`src/rtl/keypad_scanner.sv`:
```
// keypad_scanner
//
// Scans a 4x4 matrix keypad by driving one column low at a time and
// sampling the active-low rows through a 2-flop synchronizer. A key seen
// alone on its row at the end of a column's dwell is debounced; once stable
// it is reported as a one-hot {row, col} code with a single-cycle strobe.
// The release is debounced as well before scanning resumes.
//
// Handshake: there is no back-pressure. keyPulse is a one-cycle strobe
// that marks rcBits as freshly updated; keyHeld is a level that stays
// high from press acceptance until release acceptance.
//
// Ports:
//   clk        in   1  single clock, rising edge
//   reset      in   1  synchronous, active-high
//   rows       in   4  keypad rows, asynchronous, active-low
//   cols       out  4  column drive, active-low, exactly one bit low
//   rcBits     out  8  last accepted key {rowHot[3:0], colHot[3:0]}
//   keyPulse   out  1  one-cycle strobe on press acceptance
//   keyHeld    out  1  high while the accepted key is held
//   fsm_state  out  2  current scanner state, for debug/observation
module keypad_scanner #(
    parameter int SCAN_DIV        = 1000,
    parameter int DEBOUNCE_CYCLES = 20000
) (
    input  logic       clk,
    input  logic       reset,
    input  logic [3:0] rows,
    output logic [3:0] cols,
    output logic [7:0] rcBits,
    output logic       keyPulse,
    output logic       keyHeld,
    output logic [1:0] fsm_state
);

    localparam int DW = $clog2(SCAN_DIV);
    localparam int CW = $clog2(DEBOUNCE_CYCLES);

    localparam logic [DW-1:0] DWELL_LAST = DW'(SCAN_DIV - 1);
    localparam logic [DW-1:0] DWELL_ONE  = DW'(1);
    localparam logic [CW-1:0] DEB_LAST   = CW'(DEBOUNCE_CYCLES - 1);
    localparam logic [CW-1:0] DEB_ONE    = CW'(1);

    typedef enum logic [1:0] {
        ST_SCAN     = 2'd0,
        ST_DEBOUNCE = 2'd1,
        ST_HELD     = 2'd2,
        ST_RELEASE  = 2'd3
    } state_t;

    state_t        state_q, state_d;
    logic [3:0]    rows_meta, rows_sync;
    logic [1:0]    col_idx, col_d;
    logic [DW-1:0] dwell, dwell_d;
    logic [CW-1:0] deb_cnt, deb_d;
    logic [3:0]    cand_row, cand_row_d;
    logic [3:0]    cand_col, cand_col_d;
    logic [7:0]    rc_d;
    logic          pulse_d, held_d;

    logic [3:0]    row_hot;
    logic          row_one_hot;

    assign row_hot     = ~rows_sync;
    // Exactly one row asserted: nonzero and clearing the lowest set bit
    // leaves nothing. Zero or multi-hot (ghosting/rollover) is rejected.
    assign row_one_hot = (row_hot != 4'd0) && ((row_hot & (row_hot - 4'd1)) == 4'd0);

    assign cols      = ~(4'b0001 << col_idx);
    assign fsm_state = state_q;

    always_ff @(posedge clk) begin
        if (reset) begin
            rows_meta <= 4'hF;
            rows_sync <= 4'hF;
            state_q   <= ST_SCAN;
            col_idx   <= 2'd0;
            dwell     <= '0;
            deb_cnt   <= '0;
            cand_row  <= 4'd0;
            cand_col  <= 4'd0;
            rcBits    <= 8'h00;
            keyPulse  <= 1'b0;
            keyHeld   <= 1'b0;
        end else begin
            rows_meta <= rows;
            rows_sync <= rows_meta;
            state_q   <= state_d;
            col_idx   <= col_d;
            dwell     <= dwell_d;
            deb_cnt   <= deb_d;
            cand_row  <= cand_row_d;
            cand_col  <= cand_col_d;
            rcBits    <= rc_d;
            keyPulse  <= pulse_d;
            keyHeld   <= held_d;
        end
    end

    always_comb begin
        state_d    = state_q;
        col_d      = col_idx;
        dwell_d    = dwell;
        deb_d      = deb_cnt;
        cand_row_d = cand_row;
        cand_col_d = cand_col;
        rc_d       = rcBits;
        pulse_d    = 1'b0;
        held_d     = keyHeld;

        case (state_q)
            ST_SCAN: begin
                if (dwell == DWELL_LAST) begin
                    if (row_one_hot) begin
                        // Column stays frozen so the candidate keeps being
                        // observed through the debounce window.
                        cand_row_d = row_hot;
                        cand_col_d = 4'b0001 << col_idx;
                        deb_d      = '0;
                        state_d    = ST_DEBOUNCE;
                    end else begin
                        col_d   = col_idx + 2'd1;
                        dwell_d = '0;
                    end
                end else begin
                    dwell_d = dwell + DWELL_ONE;
                end
            end

            ST_DEBOUNCE: begin
                if (row_hot != cand_row) begin
                    state_d = ST_SCAN;
                    col_d   = col_idx + 2'd1;
                    dwell_d = '0;
                end else if (deb_cnt == DEB_LAST) begin
                    rc_d    = {cand_row, cand_col};
                    pulse_d = 1'b1;
                    held_d  = 1'b1;
                    state_d = ST_HELD;
                end else begin
                    deb_d = deb_cnt + DEB_ONE;
                end
            end

            ST_HELD: begin
                // Only the candidate row matters; other rows are ignored.
                if ((row_hot & cand_row) == 4'd0) begin
                    deb_d   = '0;
                    state_d = ST_RELEASE;
                end
            end

            ST_RELEASE: begin
                if ((row_hot & cand_row) != 4'd0) begin
                    state_d = ST_HELD;
                end else if (deb_cnt == DEB_LAST) begin
                    held_d  = 1'b0;
                    state_d = ST_SCAN;
                    col_d   = col_idx + 2'd1;
                    dwell_d = '0;
                end else begin
                    deb_d = deb_cnt + DEB_ONE;
                end
            end

            default: begin
                state_d = ST_SCAN;
            end
        endcase
    end

endmodule
```
`config.mk`:
```
export PLATFORM = sky130hd
export DESIGN_NAME = keypad_scanner
export DESIGN_NICKNAME = d
export VERILOG_FILES = /design/src/rtl/keypad_scanner.sv
export SDC_FILE = /design/constraint.sdc
export NUM_CORES = 1
export LEC_CHECK = 0
export BUFFER_PORTS_ARGS = -buffer_cell sky130_fd_sc_hd__buf_2
export CAP_MARGIN = 20
export CORE_MARGIN = 5
export CORE_UTILIZATION = 59
export DETAILED_ROUTE_END_ITERATION = 10
export HOLD_SLACK_MARGIN = 0.02
export PLACE_DENSITY = 0.79
export SETUP_SLACK_MARGIN = 0.05
export SLEW_MARGIN = 20
export SYNTH_ARGS = -nofsm -noshare
export SYNTH_HDL_FRONTEND = slang
export SYNTH_SLANG_ARGS = --single-unit
```
`constraint.sdc`:
```
create_clock -name clk -period 2.7 [get_ports clk]
set_clock_uncertainty 0.05 [all_clocks]
set_input_delay 0.135 -clock clk [delete_from_list [all_inputs] [get_ports clk]]
set_output_delay 0.135 -clock clk [all_outputs]
set_load 0.02 [all_outputs]
```
==> results of run 1 <==
-- worst paths after layout --
path / endpoint / slack (ps)
max: deb_cnt[5] / 180
min: dwell[3] / 300
max reg2reg: deb_cnt[5] / 180
min reg2reg: rows_sync[0] / 380
-- power by group through the flow --
| stage | Clock (mW) | Combinational, mW | Sequential (mW) |
|---|---|---|---|
| 3_3_place_gp | 0 | 0.0541 | 0.845 |
| 4_1_cts | 0.479 | 0.0604 | 0.827 |
| 6_report | 0.468 | 0.0607 | 0.828 |
| 3_5_place_dp | 0 | 0.0557 | 0.846 |
| 5_1_grt | 0.522 | 0.0671 | 0.829 |
| 2_1_floorplan | 0 | 0.0373 | 0.845 |
-- cell type report --
class	count	area (sq um)	share of cell area
inverter	15	56.3	0.0188
tap	52	65.1	0.0217
multi-input combinational	216	1440	0.480
clock inverter	3	22.5	0.00751
clock buffer	5	68.8	0.0230
timing repair buffer	38	243	0.0810
sequential	55	1100	0.368
-- metal layers --
metal | track usage | vias to the layer above | wire [um]
met2 | 0.321 | 43 | 2800
met5 | 0 | - | 0
met3 | 0.0422 | 7 | 203
met4 | 0.0550 | 0 | 73
met1 | 0.250 | 1086 | 2510
li1 | - | 1165 | -
-- sequential cells by signal (all words and copies together) (netlist names) --
name	flops
cand_col	4
keyHeld	1
col_idx	2
cand_row	4
fsm_state	2
keyPulse	1
dwell	10
rows_sync	4
rcBits	8
rows_meta	4
deb_cnt	15
-- cell usage in the layout, fill, tap and decap left out, types with 2 or more instances in the layout --
cell	synthesis	layout
mux2i_1	13	13
nand2b_1	9	9
inv_1	15	15
o32ai_1	4	4
and3_1	3	3
a21oi_1	12	12
o31ai_1	6	6
and4_1	2	2
dlygate4sd3_1	0	4
nand3_1	13	13
and2_1	2	2
dfxtp_1	55	54
ha_1	10	10
buf_2	2	21
nor3_1	4	4
clkbuf_8	0	5
or4_1	14	14
mux2_2	3	3
a31oi_1	8	8
o21ai_0	15	15
nand2_1	13	13
or2_2	11	11
a22oi_1	7	6
a211oi_1	4	4
nand4_1	4	4
nand4b_1	4	4
nor4_1	4	3
or3_1	3	3
nand3b_1	3	3
nor2_1	29	29
or4b_1	2	2
buf_4	1	13
-- through the flow --
| step | util | total power, mW | setup slack, ps | hold slack [ps] |
|---|---|---|---|---|
| global route | 0.689 | 1.42 | 72.1 | 328 |
| finish | 0.689 | 1.36 | 180 | 304 |
| global placement | 0.655 | 0.899 | 231 | 271 |
| detailed placement | 0.655 | 0.902 | 123 | 271 |
| CTS | 0.686 | 1.37 | 94.9 | 305 |
| floorplan | - | 0.882 | 185 | 189 |
-- logic make-up (layout without fill, tap and decap cells) --
group	count (synthesis)	in the layout	synth area share
AND/OR/NAND/NOR	125	125	0.270
AO/OA/AOI/OAI	64	64	0.156
flip-flops	55	55	0.414
buffers and inverters	31	61	0.0489
multiplexers	16	16	0.0616
adder cells (fa/ha/maj)	10	10	0.0470
XOR/XNOR	1	1	0.00329
-- critical path: cells and delay by family (launching register included) --
kind | cells | cell delay (ps)
AO/OA/AOI/OAI | 1 | 240
adder cells (fa/ha/maj) | 1 | 210
AND/OR/NAND/NOR | 3 | 880
buffers and inverters | 2 | 250
flip-flops | 1 | 410
multiplexers | 1 | 360
-- what timing repair did --
action	CTS	global route
setup buffers	0	0
endpoints found under the hold margin	4	0
gates resized for setup	0	3
setup endpoints to repair	0	5
hold buffers	4	0
==> metrics.csv, run 1 <==
stage,metric,value,unit
timing,timing.final.setup_violations,0,
placed_design,place_congestion,0.807,
route,antenna_left,0,
final_layout,layout-drive-gt1-share,0.190,
floorplan,io_pins,22,
placed_design,total_placed_cells_including_tap_cells,372,
placed_design,place.port_buffers,21,
final_layout,insertedDiodeCount,0,
status,run_status,"finished, final reports clean",
grt,grt_overflow,0,
floorplan,start_util,0.611,
synthesis,yosys_register_bits,55,
cts,cts-buffers-inserted,5,
setup_path,critical_path.startpoint_type,flop,
power,power_density,452,nW/um^2
timing,rsz0062_at_grt,false,
setup_path,critical_path_peak_fanout,21,
setup_path,worst-setup-path-type,flop to flop,
placed_design,placed_cell_area,2850,sq um
floorplan,floorplan.die.height,77.1,um
cts,cts_max_path_buffers,2,
setup_path,max_stage_delay,530,ps
timing,final-hold-violation-count,0,
floorplan,fp-row-count,24,
floorplan,fp.coreArea,4350,sq um
power,power.sequential.fraction,0.610,
final_layout,layoutNonFillerInstCount,384,
cts,clk_pin_slew,110,ps
cts,insertion_delay,320,ps
timing,worst-slew-pin-transition,1060,ps
timing,finalWorstPathRequiredPeriod,2520,ps
grt,global_route_wire_length_before_repair,9600,um
synthesis,mappedNetlistNets,318,
timing,layout_worst_path_cycle_share,0.933,
power,power.static_leakage,1.22,nW
floorplan,die-width,77.1,um
timing,timing.final.max_slew_violations,0,
synthesis,post-synth-top-area-cell,dfxtp_1,
route,dr.pass1.iters,5,
route,num_vias,2301,
synthesis,yosysSeqAreaShare,0.414,
setup_path,critical_path.reg2reg.startpoint,rows_sync[2],
setup_path,end_kind,flop,
power,worst_ir_drop_vdd,0.227,mV
synthesis,synth_top_cells_by_count,"dfxtp_1 (55), nor2_1 (29), inv_1 (15), o21ai_0 (15), or4_1 (14)",
route,routed_via_density,5.99,
final_layout,final_design_area_no_fill,3000,sq um
job,number_of_maximum_capacitance_violations,0,
min_path,holdPathStages,3,
cts,tritoncts,yes,
synthesis,synth_ff_type,dfxtp_1,
floorplan,die_area,5950,sq um
synthesis,synth_most_common_cell,dfxtp_1,
setup_path,worst-r2r-cell-count,8,
cts,tritoncts_num_sinks,55,
synthesis,netlist_top_cells_area,"dfxtp_1 (41%), mux2i_1 (4.9%), ha_1 (4.7%)",
setup_path,critical_path.cell_chain,inv_1 -> ha_1 -> or4_1 -> a22oi_2 -> nand2_1 -> buf_4 -> nor4_2 -> mux2_2,
synthesis,netlist-cell-type-count,47,
power,power_frac_comb,0.045,
synthesis,synth_edf_count,0,
synthesis,post_synth.cell_area_avg,8.81,sq um
placed_design,place_hpwl,3830,um
power,power.internal,1.04,mW
setup_path,critPathArrivalTime,2670,ps
synthesis,post-synth-top-area-fraction,0.414,
setup_path,cp_max_stage_cell,or4_1,
final_layout,relative_area_change_from_synthesis_to_final_layout,12.7,%
synthesis,synth_warnings,0,
grt,grt_pass1_vias,2094,
final_layout,num-nets-final,347,
setup_path,worstPathRequired,2850,ps
route,drtIter0Drc,161,
grt,grt_antenna_before_repair,0,
cts,root_buffer,clkbuf_8,
synthesis,syn-cell-area,2660,sq um
synthesis,synth_async_sr_flop_share,0,
final_layout,fillerInstances,360,
power,clock_power_share,0.345,
synthesis,synthCells,302,
power,p_switching,0.320,mW
timing,fin_tns_setup,0,ps
route,drt-total-wl,5580,um
power,p_sw_frac,0.236,
grt,grt_max_degree,51,
timing,timing.max_slew.rel_slack,0.285,
route,drc,0,
grt,gr_util_all_layers,0.193,
cts,level_count_of_the_clock_h_tree,2,
route,wl_per_cell,14.5,um
setup_path,worst_setup_path_startpoint,rows_sync[2],
timing,maxClockFrequency,397,MHz
min_path,worst_hold_startpoint,reset,
min_path,min_path_type,input pin to flop,
(Power assumes the default switching activity.)
==> inputs of run 2 (changes only) <==
Settings changed: CORE_UTILIZATION 59 to 53, PLACE_DENSITY 0.79 to 0.75.
Clock period 2.7 ns to 2.12 ns, I/O delays scaled along.
==> run 2 against run 1 <==
Compared with the run above:
- the run now ends with negative setup slack left
- count of clock-buffer cells in the layout is 1 higher
- total power is 32% higher
- register-to-register slack worse by 400 ps
- sequential cell count stayed put
- clock power is 33% higher
- first-iteration DRC count is 4.3% lower
==> metrics.csv, run 2 (synthesis gave the netlist of run 1 again) <==
stage,metric,value,unit
route,drc,0,
status,failed_checks,negative setup slack,
timing,rsz0062_at_grt,true,
route,drt-total-wl,6920,um
timing,fin_tns_setup,-3710,ps
final_layout,largest_register_ffs,15,
power,power_density,489,nW/um^2
floorplan,die_area,6540,sq um
grt,grt_antenna_before_repair,0,
grt,grt_overflow,0,
final_layout,relative_area_change_from_synthesis_to_final_layout,37.3,%
final_layout,layoutNonFillerInstCount,444,
setup_path,critPathArrivalTime,2520,ps
power,power.sequential.fraction,0.589,
route,drtIter0Drc,154,
floorplan,start_util,0.556,
final_layout,num-nets-final,392,
grt,grt_pass1_vias,2436,
placed_design,place_hpwl,4360,um
final_layout,max_flop_register,deb_cnt,
timing,maxClockFrequency,428,MHz
setup_path,critical_path_peak_fanout,5,
placed_design,total_placed_cells_including_tap_cells,421,
cts,level_count_of_the_clock_h_tree,2,
power,p_sw_frac,0.234,
cts,clk_pin_slew,110,ps
setup_path,end_kind,flop,
cts,root_buffer,clkbuf_8,
job,number_of_maximum_capacitance_violations,0,
setup_path,critical_path.startpoint_type,flop,
floorplan,fp.coreArea,4790,sq um
timing,final-hold-violation-count,0,
floorplan,die-width,80.8,um
final_layout,insertedDiodeCount,0,
timing,worst-slew-pin-transition,482,ps
route,wl_per_cell,15.6,um
floorplan,floorplan.die.height,80.8,um
status,run_status,"complete, but fails checks",
floorplan,fp-row-count,25,
cts,tritoncts,yes,
route,routed_via_density,5.75,
timing,timing.final.max_slew_violations,0,
timing,finalWorstPathRequiredPeriod,2340,ps
final_layout,most-common-layout-cells,"buf_4 (49), dfxtp_1 (46), nor2_1 (28), buf_2 (22), mux2i_1 (13)",
power,total_power,1.79,mW
power,p_switching,0.418,mW
placed_design,placement.setup.worst_slack,-220,ps
grt,gr_util_all_layers,0.218,
final_layout,layout_commonest_cell,buf_4,
floorplan,io_pins,22,
route,dr.pass1.iters,4,
cts,cts_max_path_buffers,2,
timing,setup_slack,-217,ps
power,power.static_leakage,1.48,nW
placed_design,place.port_buffers,21,
timing,fin_worst_hold_slack,292,ps
power,power_frac_comb,0.062,
grt,global_route_wire_length_before_repair,11300,um
power,clock_power_share,0.349,
timing,layout_worst_path_cycle_share,1.10,
route,antenna_left,0,
min_path,min_path_type,input pin to flop,
timing,timing.max_slew.rel_slack,0.679,
power,worst_ir_drop_vdd,0.421,mV
final_layout,fillerInstances,327,
cts,tritoncts_num_sinks,55,
final_layout,reg_top3,"deb_cnt (15), dwell (10), rcBits (8)",
setup_path,worst-setup-path-type,flop to flop,
power,power.internal,1.37,mW
cts,cts-buffers-inserted,5,
timing,timing.final.setup_violations,29,
route,num_vias,2554,
cts,insertion_delay,310,ps
final_layout,layout-drive-gt1-share,0.414,
grt,grt_max_degree,51,
placed_design,place_congestion,0.858,
setup_path,worstPathRequired,2300,ps
run 2: cell types whose count changed in the layout (fill, tap and decap cells not counted), moves of 5 or more:
cell | before | now
a21oi_1 | 12 | 7
a21oi_2 | 0 | 5
a22oi_1 | 6 | 0
a22oi_2 | 1 | 7
buf_4 | 13 | 49
buf_6 | 0 | 6
dfxtp_1 | 54 | 46
dfxtp_2 | 1 | 9
o21ai_0 | 15 | 9
o21ai_1 | 0 | 6
or4_1 | 14 | 8
or4_4 | 1 | 7
run 2: area by class of cell:
cell class	instances	area, sq um	share of cell area
timing repair buffer	83	621	0.170
multi-input combinational	216	1680	0.460
inverter	15	56.3	0.0154
tap	67	83.8	0.0230
clock inverter	2	16.3	0.00445
clock buffer	6	82.6	0.0226
sequential	55	1110	0.305
run 2: worst paths after layout:
| kind | startpoint | to | slack [ps] | cells past startpoint |
|---|---|---|---|---|
| min reg2reg | rows_meta[3] | rows_sync[3] | 370 | 1 |
| max | rows_sync[2] | deb_cnt[8] | -220 | 8 |
| min | reset | dwell[4] | 290 | 3 |
| max reg2reg | rows_sync[2] | deb_cnt[8] | -220 | 8 |
run 2: power by group through the flow:
stage | clock, mW | combinational [mW] | sequential [mW]
2_1_floorplan | 0 | 0.0521 | 1.08
3_3_place_gp | 0 | 0.0867 | 1.07
3_5_place_dp | 0 | 0.0879 | 1.08
4_1_cts | 0.632 | 0.107 | 1.05
5_1_grt | 0.678 | 0.121 | 1.05
6_report | 0.624 | 0.111 | 1.05
run 2: metrics by stage:
| step | instance area [sq um] | utilization |
|---|---|---|
| detailed placement | 3180 | 0.665 |
| global route | 3650 | 0.763 |
| floorplan | 2720 | - |
| finish | 3650 | 0.763 |
| global placement | 3180 | 0.665 |
| CTS | 3460 | 0.724 |
run 2: layer usage:
layer / share of wire / global-route usage / vias up
li1: - / - / 1256
met4: 0.016 / 0.0659 / 0
met1: 0.46 / 0.282 / 1233
met5: 0 / 0 / -
met3: 0.030 / 0.0333 / 12
met2: 0.50 / 0.375 / 53
run 2: worst max-delay path, stage by stage (launching register included):
cell and delay, ps:
dfxtp_2 350, inv_2 50, ha_4 220, or4_4 540, a22oi_2 200, nand2_2 130, buf_6 150, or4_4 410
a31oi_2 150
run 2: timing repair:
item	CTS	global route
setup endpoints to repair	35	38
pin swaps	21	16
setup buffers	5	6
endpoints found under the hold margin	4	0
hold buffers	4	0
cloned	0	1
resized for setup	31	35
